`src/rtl/mem_arbiter.sv`:
```
// Byte-serial sequencer that shares one byte-wide RAM port between instruction fetch and
// load/store traffic, with round-robin ties, IO back-pressure on writes and flush of reads.
module mem_arbiter #(
   parameter int ADDR_WIDTH = 32,
   parameter int IO_HI      = 17
) (
   input  logic                  clk,
   input  logic                  rst,
   input  logic                  rdy,
   input  logic                  Clear_flag,
   input  logic                  ins_req,
   input  logic [ADDR_WIDTH-1:0] ins_addr,
   output logic                  ins_ok,
   output logic [31:0]           ins_data,
   input  logic                  data_req,
   input  logic                  data_we,
   input  logic [1:0]            data_len,
   input  logic [ADDR_WIDTH-1:0] data_addr,
   input  logic [31:0]           data_wdata,
   output logic                  data_ok,
   output logic [31:0]           data_rdata,
   input  logic [7:0]            mem_din,
   output logic [7:0]            mem_dout,
   output logic [ADDR_WIDTH-1:0] mem_a,
   output logic                  mem_wr,
   input  logic                  io_buffer_full
);

   typedef enum logic [1:0] {IDLE, READ, WRITE, DONE} state_t;

   localparam logic GRANT_FETCH = 1'b0;
   localparam logic GRANT_DATA  = 1'b1;

   state_t                state, state_n;
   logic [2:0]            cnt, cnt_n;
   logic [2:0]            nbytes, nbytes_n;
   logic [ADDR_WIDTH-1:0] addr, addr_n;
   logic [31:0]           wdata, wdata_n;
   logic [31:0]           rbuf, rbuf_n;
   logic                  is_fetch, is_fetch_n;
   logic                  is_store, is_store_n;
   logic                  last_grant, last_grant_n;

   logic                  grant_fetch, grant_data;
   logic                  io_stall;
   logic [1:0]            cap_idx;

   // A tie goes to whichever side did not win the previous grant.
   assign grant_fetch = ins_req && (!data_req || last_grant == GRANT_DATA);
   assign grant_data  = data_req && !grant_fetch;
   assign io_stall    = (addr[IO_HI:IO_HI-1] == 2'b11) && io_buffer_full;
   assign cap_idx     = 2'(cnt - 3'd1);

   always_ff @(posedge clk) begin
      if (rst) begin
         state      <= IDLE;
         cnt        <= '0;
         nbytes     <= '0;
         addr       <= '0;
         wdata      <= '0;
         rbuf       <= '0;
         is_fetch   <= 1'b0;
         is_store   <= 1'b0;
         last_grant <= GRANT_DATA;
      end else if (rdy) begin
         state      <= state_n;
         cnt        <= cnt_n;
         nbytes     <= nbytes_n;
         addr       <= addr_n;
         wdata      <= wdata_n;
         rbuf       <= rbuf_n;
         is_fetch   <= is_fetch_n;
         is_store   <= is_store_n;
         last_grant <= last_grant_n;
      end
   end

   always_comb begin
      state_n      = state;
      cnt_n        = cnt;
      nbytes_n     = nbytes;
      addr_n       = addr;
      wdata_n      = wdata;
      rbuf_n       = rbuf;
      is_fetch_n   = is_fetch;
      is_store_n   = is_store;
      last_grant_n = last_grant;
      ins_ok       = 1'b0;
      ins_data     = '0;
      data_ok      = 1'b0;
      data_rdata   = '0;
      mem_a        = '0;
      mem_dout     = '0;
      mem_wr       = 1'b0;

      case (state)
         IDLE: begin
            cnt_n  = '0;
            rbuf_n = '0;
            // A flush drops anything that would be granted in this cycle.
            if (!Clear_flag) begin
               if (grant_fetch) begin
                  is_fetch_n   = 1'b1;
                  is_store_n   = 1'b0;
                  addr_n       = ins_addr;
                  nbytes_n     = 3'd4;
                  last_grant_n = GRANT_FETCH;
                  state_n      = READ;
               end else if (grant_data) begin
                  is_fetch_n   = 1'b0;
                  is_store_n   = data_we;
                  addr_n       = data_addr;
                  wdata_n      = data_wdata;
                  nbytes_n     = (data_len == 2'd0) ? 3'd1 : (data_len == 2'd1) ? 3'd2 : 3'd4;
                  last_grant_n = GRANT_DATA;
                  state_n      = data_we ? WRITE : READ;
               end
            end
         end
         READ: begin
            if (cnt < nbytes) mem_a = addr + ADDR_WIDTH'(cnt);
            // The byte addressed in the previous cycle arrives on mem_din now.
            if (cnt != 3'd0) rbuf_n[{cap_idx, 3'b000} +: 8] = mem_din;
            if (Clear_flag) begin
               state_n = IDLE;
               cnt_n   = '0;
            end else if (cnt == nbytes) begin
               state_n = DONE;
               cnt_n   = '0;
            end else begin
               cnt_n = cnt + 3'd1;
            end
         end
         WRITE: begin
            mem_a    = addr + ADDR_WIDTH'(cnt);
            mem_dout = wdata[{cnt[1:0], 3'b000} +: 8];
            mem_wr   = !io_stall;
            if (!io_stall) begin
               if (cnt == nbytes - 3'd1) begin
                  state_n = DONE;
                  cnt_n   = '0;
               end else begin
                  cnt_n = cnt + 3'd1;
               end
            end
         end
         DONE: begin
            if (is_fetch) begin
               ins_ok   = rdy && !Clear_flag;
               ins_data = ins_ok ? rbuf : '0;
            end else begin
               data_ok    = rdy && (is_store || !Clear_flag);
               data_rdata = (data_ok && !is_store) ? rbuf : '0;
            end
            state_n = IDLE;
            cnt_n   = '0;
         end
         default: state_n = IDLE;
      endcase

      if (!rdy) mem_wr = 1'b0;
   end

endmodule

```
`config.mk`:
```
export PLATFORM = sky130hd
export DESIGN_NAME = mem_arbiter
export DESIGN_NICKNAME = d
export VERILOG_FILES = /design/src/rtl/mem_arbiter.sv
export SDC_FILE = /design/constraint.sdc
export NUM_CORES = 1
export LEC_CHECK = 0
export BUFFER_PORTS_ARGS = -buffer_cell sky130_fd_sc_hd__buf_2
export CORE_ASPECT_RATIO = 0.75
export CORE_UTILIZATION = 50
export CTS_BUF_LIST = sky130_fd_sc_hd__clkbuf_16
export DETAILED_ROUTE_END_ITERATION = 7
export GPL_ROUTABILITY_DRIVEN = 0
export PLACE_DENSITY = 0.79
export SYNTH_ARGS = -nofsm -noshare
export SYNTH_HDL_FRONTEND = slang
export SYNTH_SLANG_ARGS = --single-unit
export TNS_END_PERCENT = 100
```
`constraint.sdc`:
```
create_clock -name clk -period 4.2 [get_ports clk]
set_input_delay 0.84 -clock clk [delete_from_list [all_inputs] [get_ports clk]]
set_output_delay 0.84 -clock clk [all_outputs]
set_load 0.01 [all_outputs]
```
==> metrics.md <==
| Metric | Value |
|---|---|
| EDFF count, synth | `0` |
| Post-Synth Simple-Gate Area | `between 20% and 30%` |
| Critical path class | `reg2out` |
| TritonCTS Buffers | `9` |
| Post-Layout Inst Area | `7570 um^2` |
| Total Wirelength | `16420 um` |
| Detailed Route Iter0 Violations | `513` |
| Synthesized-area fraction occupied by adder cells | `about 3.7%` |
| DRT Pass-1 Iters | `8` |
| Post-DR vias/cell | `5.487` |
| Seq/Total Area, Yosys | `roughly 36%` |
| Register-to-register setup slack | `1.58 ns` |
| Area leader, netlist | `dfxtp_1` |
| HP Class | `reg2reg` |
| DR vias | `around 6000` |
| Finished Layout Cells | `1099` |
| Top post-synthesis cells by count | `dfxtp_1 (107), nand2_1 (91), nor2_1 (77)` |
| Worst slew pin tran | `1.152 ns` |
| Dpl cell area | `7246 um^2` |
| Clock transition at path regs | `0.07 ns` |
| Pwr dens | `between 300 and 400 nW/um^2` |
| Core Box Area | `11660 um^2` |
| Initial Utilization | `approximately 52%` |
| Maxcap violations | `0` |
| Die Wd | `128.7 um` |
| Setup violators final | `0` |
| Critical path startpoint category | `flip-flop` |
| Average cell area after synthesis | `8.188 um^2` |
| Clock Latency Late Sink | `between 0.3 and 0.4 ns` |
| Num Clock Sinks | `107` |
| Post-CTS Setup Bufs | `0` |
| Synthesized netlist cell count | `between 700 and 800` |
| Initial antenna violation count | `1` |
| Post-route ant nets | `0` |
| Fmax | `0.2576 GHz` |
| Pint | `1.732 mW` |
| Status | `finished clean` |
| Synth top area share | `between 30% and 40%` |
| Max-slew violations | `0` |
| Worst path cell trace | `ha_1 -> inv_1 -> fa_1 -> nor2b_1 -> o2111ai_2 -> or4_1 -> a21oi_1 -> buf_2` |
| Count leader, synth | `dfxtp_1` |
| Hold path depth | `2` |
| Post-layout util | `between 60% and 70%` |
| Placed Cells | `1083` |
| FILL cells | `1075` |
| Cells on worst reg2reg path | `7` |
| R2r startpoint | `cnt[0]` |
| DP Wirelength | `12210 um` |
| Clock tree from TritonCTS | `yes` |
| Synth top area cells | `dfxtp_1 (36%), and2_1 (7.8%), nand2_1 (5.7%)` |
| Compound-Gate Fraction of Synth Area | `approximately a fifth` |
| Switching power of the nets | `639.4 uW` |
| GRT overflow | `0` |
| Final period utilization | `92.43%` |
| # port buffers | `220` |
| Post-synthesis mux area share | `6.985%` |
| Leak | `3.216 nW` |
| Rows | `34` |
| Top-level I/O count | `221` |
| Top FF cell, synth | `dfxtp_1` |
| Post-Synth XOR/XNOR Area | `between 2 and 2.5%` |
| Residual DRC | `0` |
| WL per Instance | `~15 um` |
| Critical Path AT | `3.04 ns` |
| Hold Buf Count CTS | `0` |
| Slew headroom | `23.21%` |
| Hold endpoint | `wdata[11]` |
| Layout cells sized above 1 | `29.14%` |
| Worst r2r dst | `rbuf[24]` |
| Main combinational cell family by area after synthesis | `simple AND/OR/NAND/NOR gates` |
| Storage cell area | `2142 um^2` |
| Clock power share | `between 30% and 40%` |
| Mapped Nets | `866` |
| Die area | `roughly 12000 um^2` |
| H-tree level count | `3` |
| Setup TNS Final | `0 ns` |
| Max Root-Sink Buffers | `2` |
| Nets | `1063` |
| Post_cts resized | `0` |
| Worst path slowest cell | `or4_1` |
| Comb power frac | `between 10% and 20%` |
| Tot GR Track Use | `26.81%` |
| Ys async rst share | `0%` |
| Seq pwr share | `between 40% and 50%` |
| CP required | `3.36 ns` |
| Area occupied by multi-input gates | `3646 um^2` |
| RSZ-0062 raised after global routing | `false` |
| Max Clock Skew | `0.003623 ns` |
| Final antenna diode count | `0` |
| Min Tclk post-route | `3.882 ns` |
| Hold path start | `wdata[11]` |
| Setup crit end kind | `output pin` |
| Vias in the first global route | `5295` |
| Number of distinct library cells after synthesis | `55` |
| Die Y-Extent | `just under 100 um` |
| #FFs+latches synth | `between 100 and 150` |
| Mapped cell area | `6018 um^2` |
| First-pass GRT wire length | `26590 um` |
| CP peak stage delay | `0.62 ns` |
| Synth warnings | `0` |
| Sw frac | `between 20% and 30%` |
| Crit Path Max Fanout | `17` |
| Largest net degree at the start of global routing | `75` |
| Layout Area Growth over Synthesis | `25.78%` |
| Root Driver | `clkbuf_16` |
| Final Hold Fails | `0` |
| Max rail drop VDD | `roughly 220 uV` |
-- logic make-up (layout without fill, tap and decap cells) --
| group | after synthesis | after routing |
|---|---|---|
| multiplexers | 31 | 31 |
| AND/OR/NAND/NOR | 336 | 336 |
| AO/OA/AOI/OAI | 166 | 166 |
| XOR/XNOR | 14 | 14 |
| flip-flops | 107 | 107 |
| buffers and inverters | 64 | 266 |
| adder cells (fa/ha/maj) | 17 | 17 |
-- cell type report --
type / instances / area share (%)
multi-input cells: 564 / 48.17
flip-flops and latches: 107 / 28.30
repair buffers: 232 / 15.77
clock buffers: 9 / 2.975
well taps: 162 / 2.678
clock inverters: 7 / 1.223
inverters: 18 / 0.8926
-- placed cells by master, fill, tap and decap left out, drive strengths merged, types with 3 or more instances in the layout --
cell / Yosys / layout
a31oi: 3 / 3
or4: 10 / 10
o21ai: 11 / 11
nor3: 6 / 6
nor4: 3 / 3
inv: 18 / 21
ha: 16 / 16
buf: 7 / 232
o2111ai: 8 / 8
nand3: 13 / 13
xor2: 6 / 6
nor2b: 15 / 15
a222oi: 13 / 13
nand2b: 4 / 4
o31ai: 10 / 10
clkbuf: 39 / 9
dfxtp: 107 / 107
a211oi: 21 / 21
mux2i: 21 / 21
nor2: 77 / 77
and3: 5 / 5
xnor2: 7 / 7
or3b: 8 / 8
and4: 5 / 5
nand3b: 4 / 4
nand2: 91 / 91
mux4: 8 / 8
nand4: 7 / 7
or3: 6 / 6
a21oi: 61 / 61
a22oi: 25 / 25
and2: 75 / 75
-- metal layers --
layer | part of all wire, % | GRT usage (%)
met2 | 43 | 40.25
met5 | 0.067 | 0
met3 | 7.1 | 5.144
met4 | 0.97 | 4.525
met1 | 49 | 40.03
-- worst max-delay path by stage --
| stage | endpoint | cells after the start | start |
|---|---|---|---|
| floorplan | mem_a[26] | 7 | cnt[1] |
| detailed placement | mem_a[20] | 8 | cnt[0] |
| finish | mem_a[20] | 8 | cnt[0] |
| global placement | mem_a[20] | 8 | cnt[0] |
| global route | mem_a[18] | 8 | addr[0] |
| CTS | mem_a[20] | 8 | cnt[0] |
-- power by group through the flow --
| stage | Combinational [mW] | Clock, mW | Sequential, mW |
|---|---|---|---|
| floorplan | 0.243 | 0 | 1.11 |
| finish | 0.361 | 0.903 | 1.11 |
| global route | 0.405 | 0.960 | 1.11 |
| global placement | 0.353 | 0 | 1.13 |
| detailed placement | 0.359 | 0 | 1.13 |
| CTS | 0.360 | 0.912 | 1.10 |
-- critical path: cells and delay by family (launching register included) --
family	cells	cell delay, ns
buffers and inverters	2	0.22
adder cells (fa/ha/maj)	2	0.54
AO/OA/AOI/OAI	2	0.61
AND/OR/NAND/NOR	2	1.00
flip-flops	1	0.34
-- registers in the layout, indices dropped and copies added (netlist names) --
| signal | count |
|---|---|
| addr | 32 |
| rbuf | 32 |
| wdata | 32 |
| cnt | 3 |
| nbytes | 3 |
| state | 2 |
| is_fetch | 1 |
| is_store | 1 |
| last_grant | 1 |
-- stage by stage --
step	hold WS [ns]	worst slack, ns	power, mW
global placement	0.4413	0.5494	1.479
floorplan	0.4331	0.9011	1.353
finish	0.4534	0.3181	2.371
CTS	0.4561	0.1419	2.377
global route	0.4697	0.05411	2.477
detailed placement	0.4463	0.4946	1.486
Note: power is estimated with default switching activity, not from simulation.
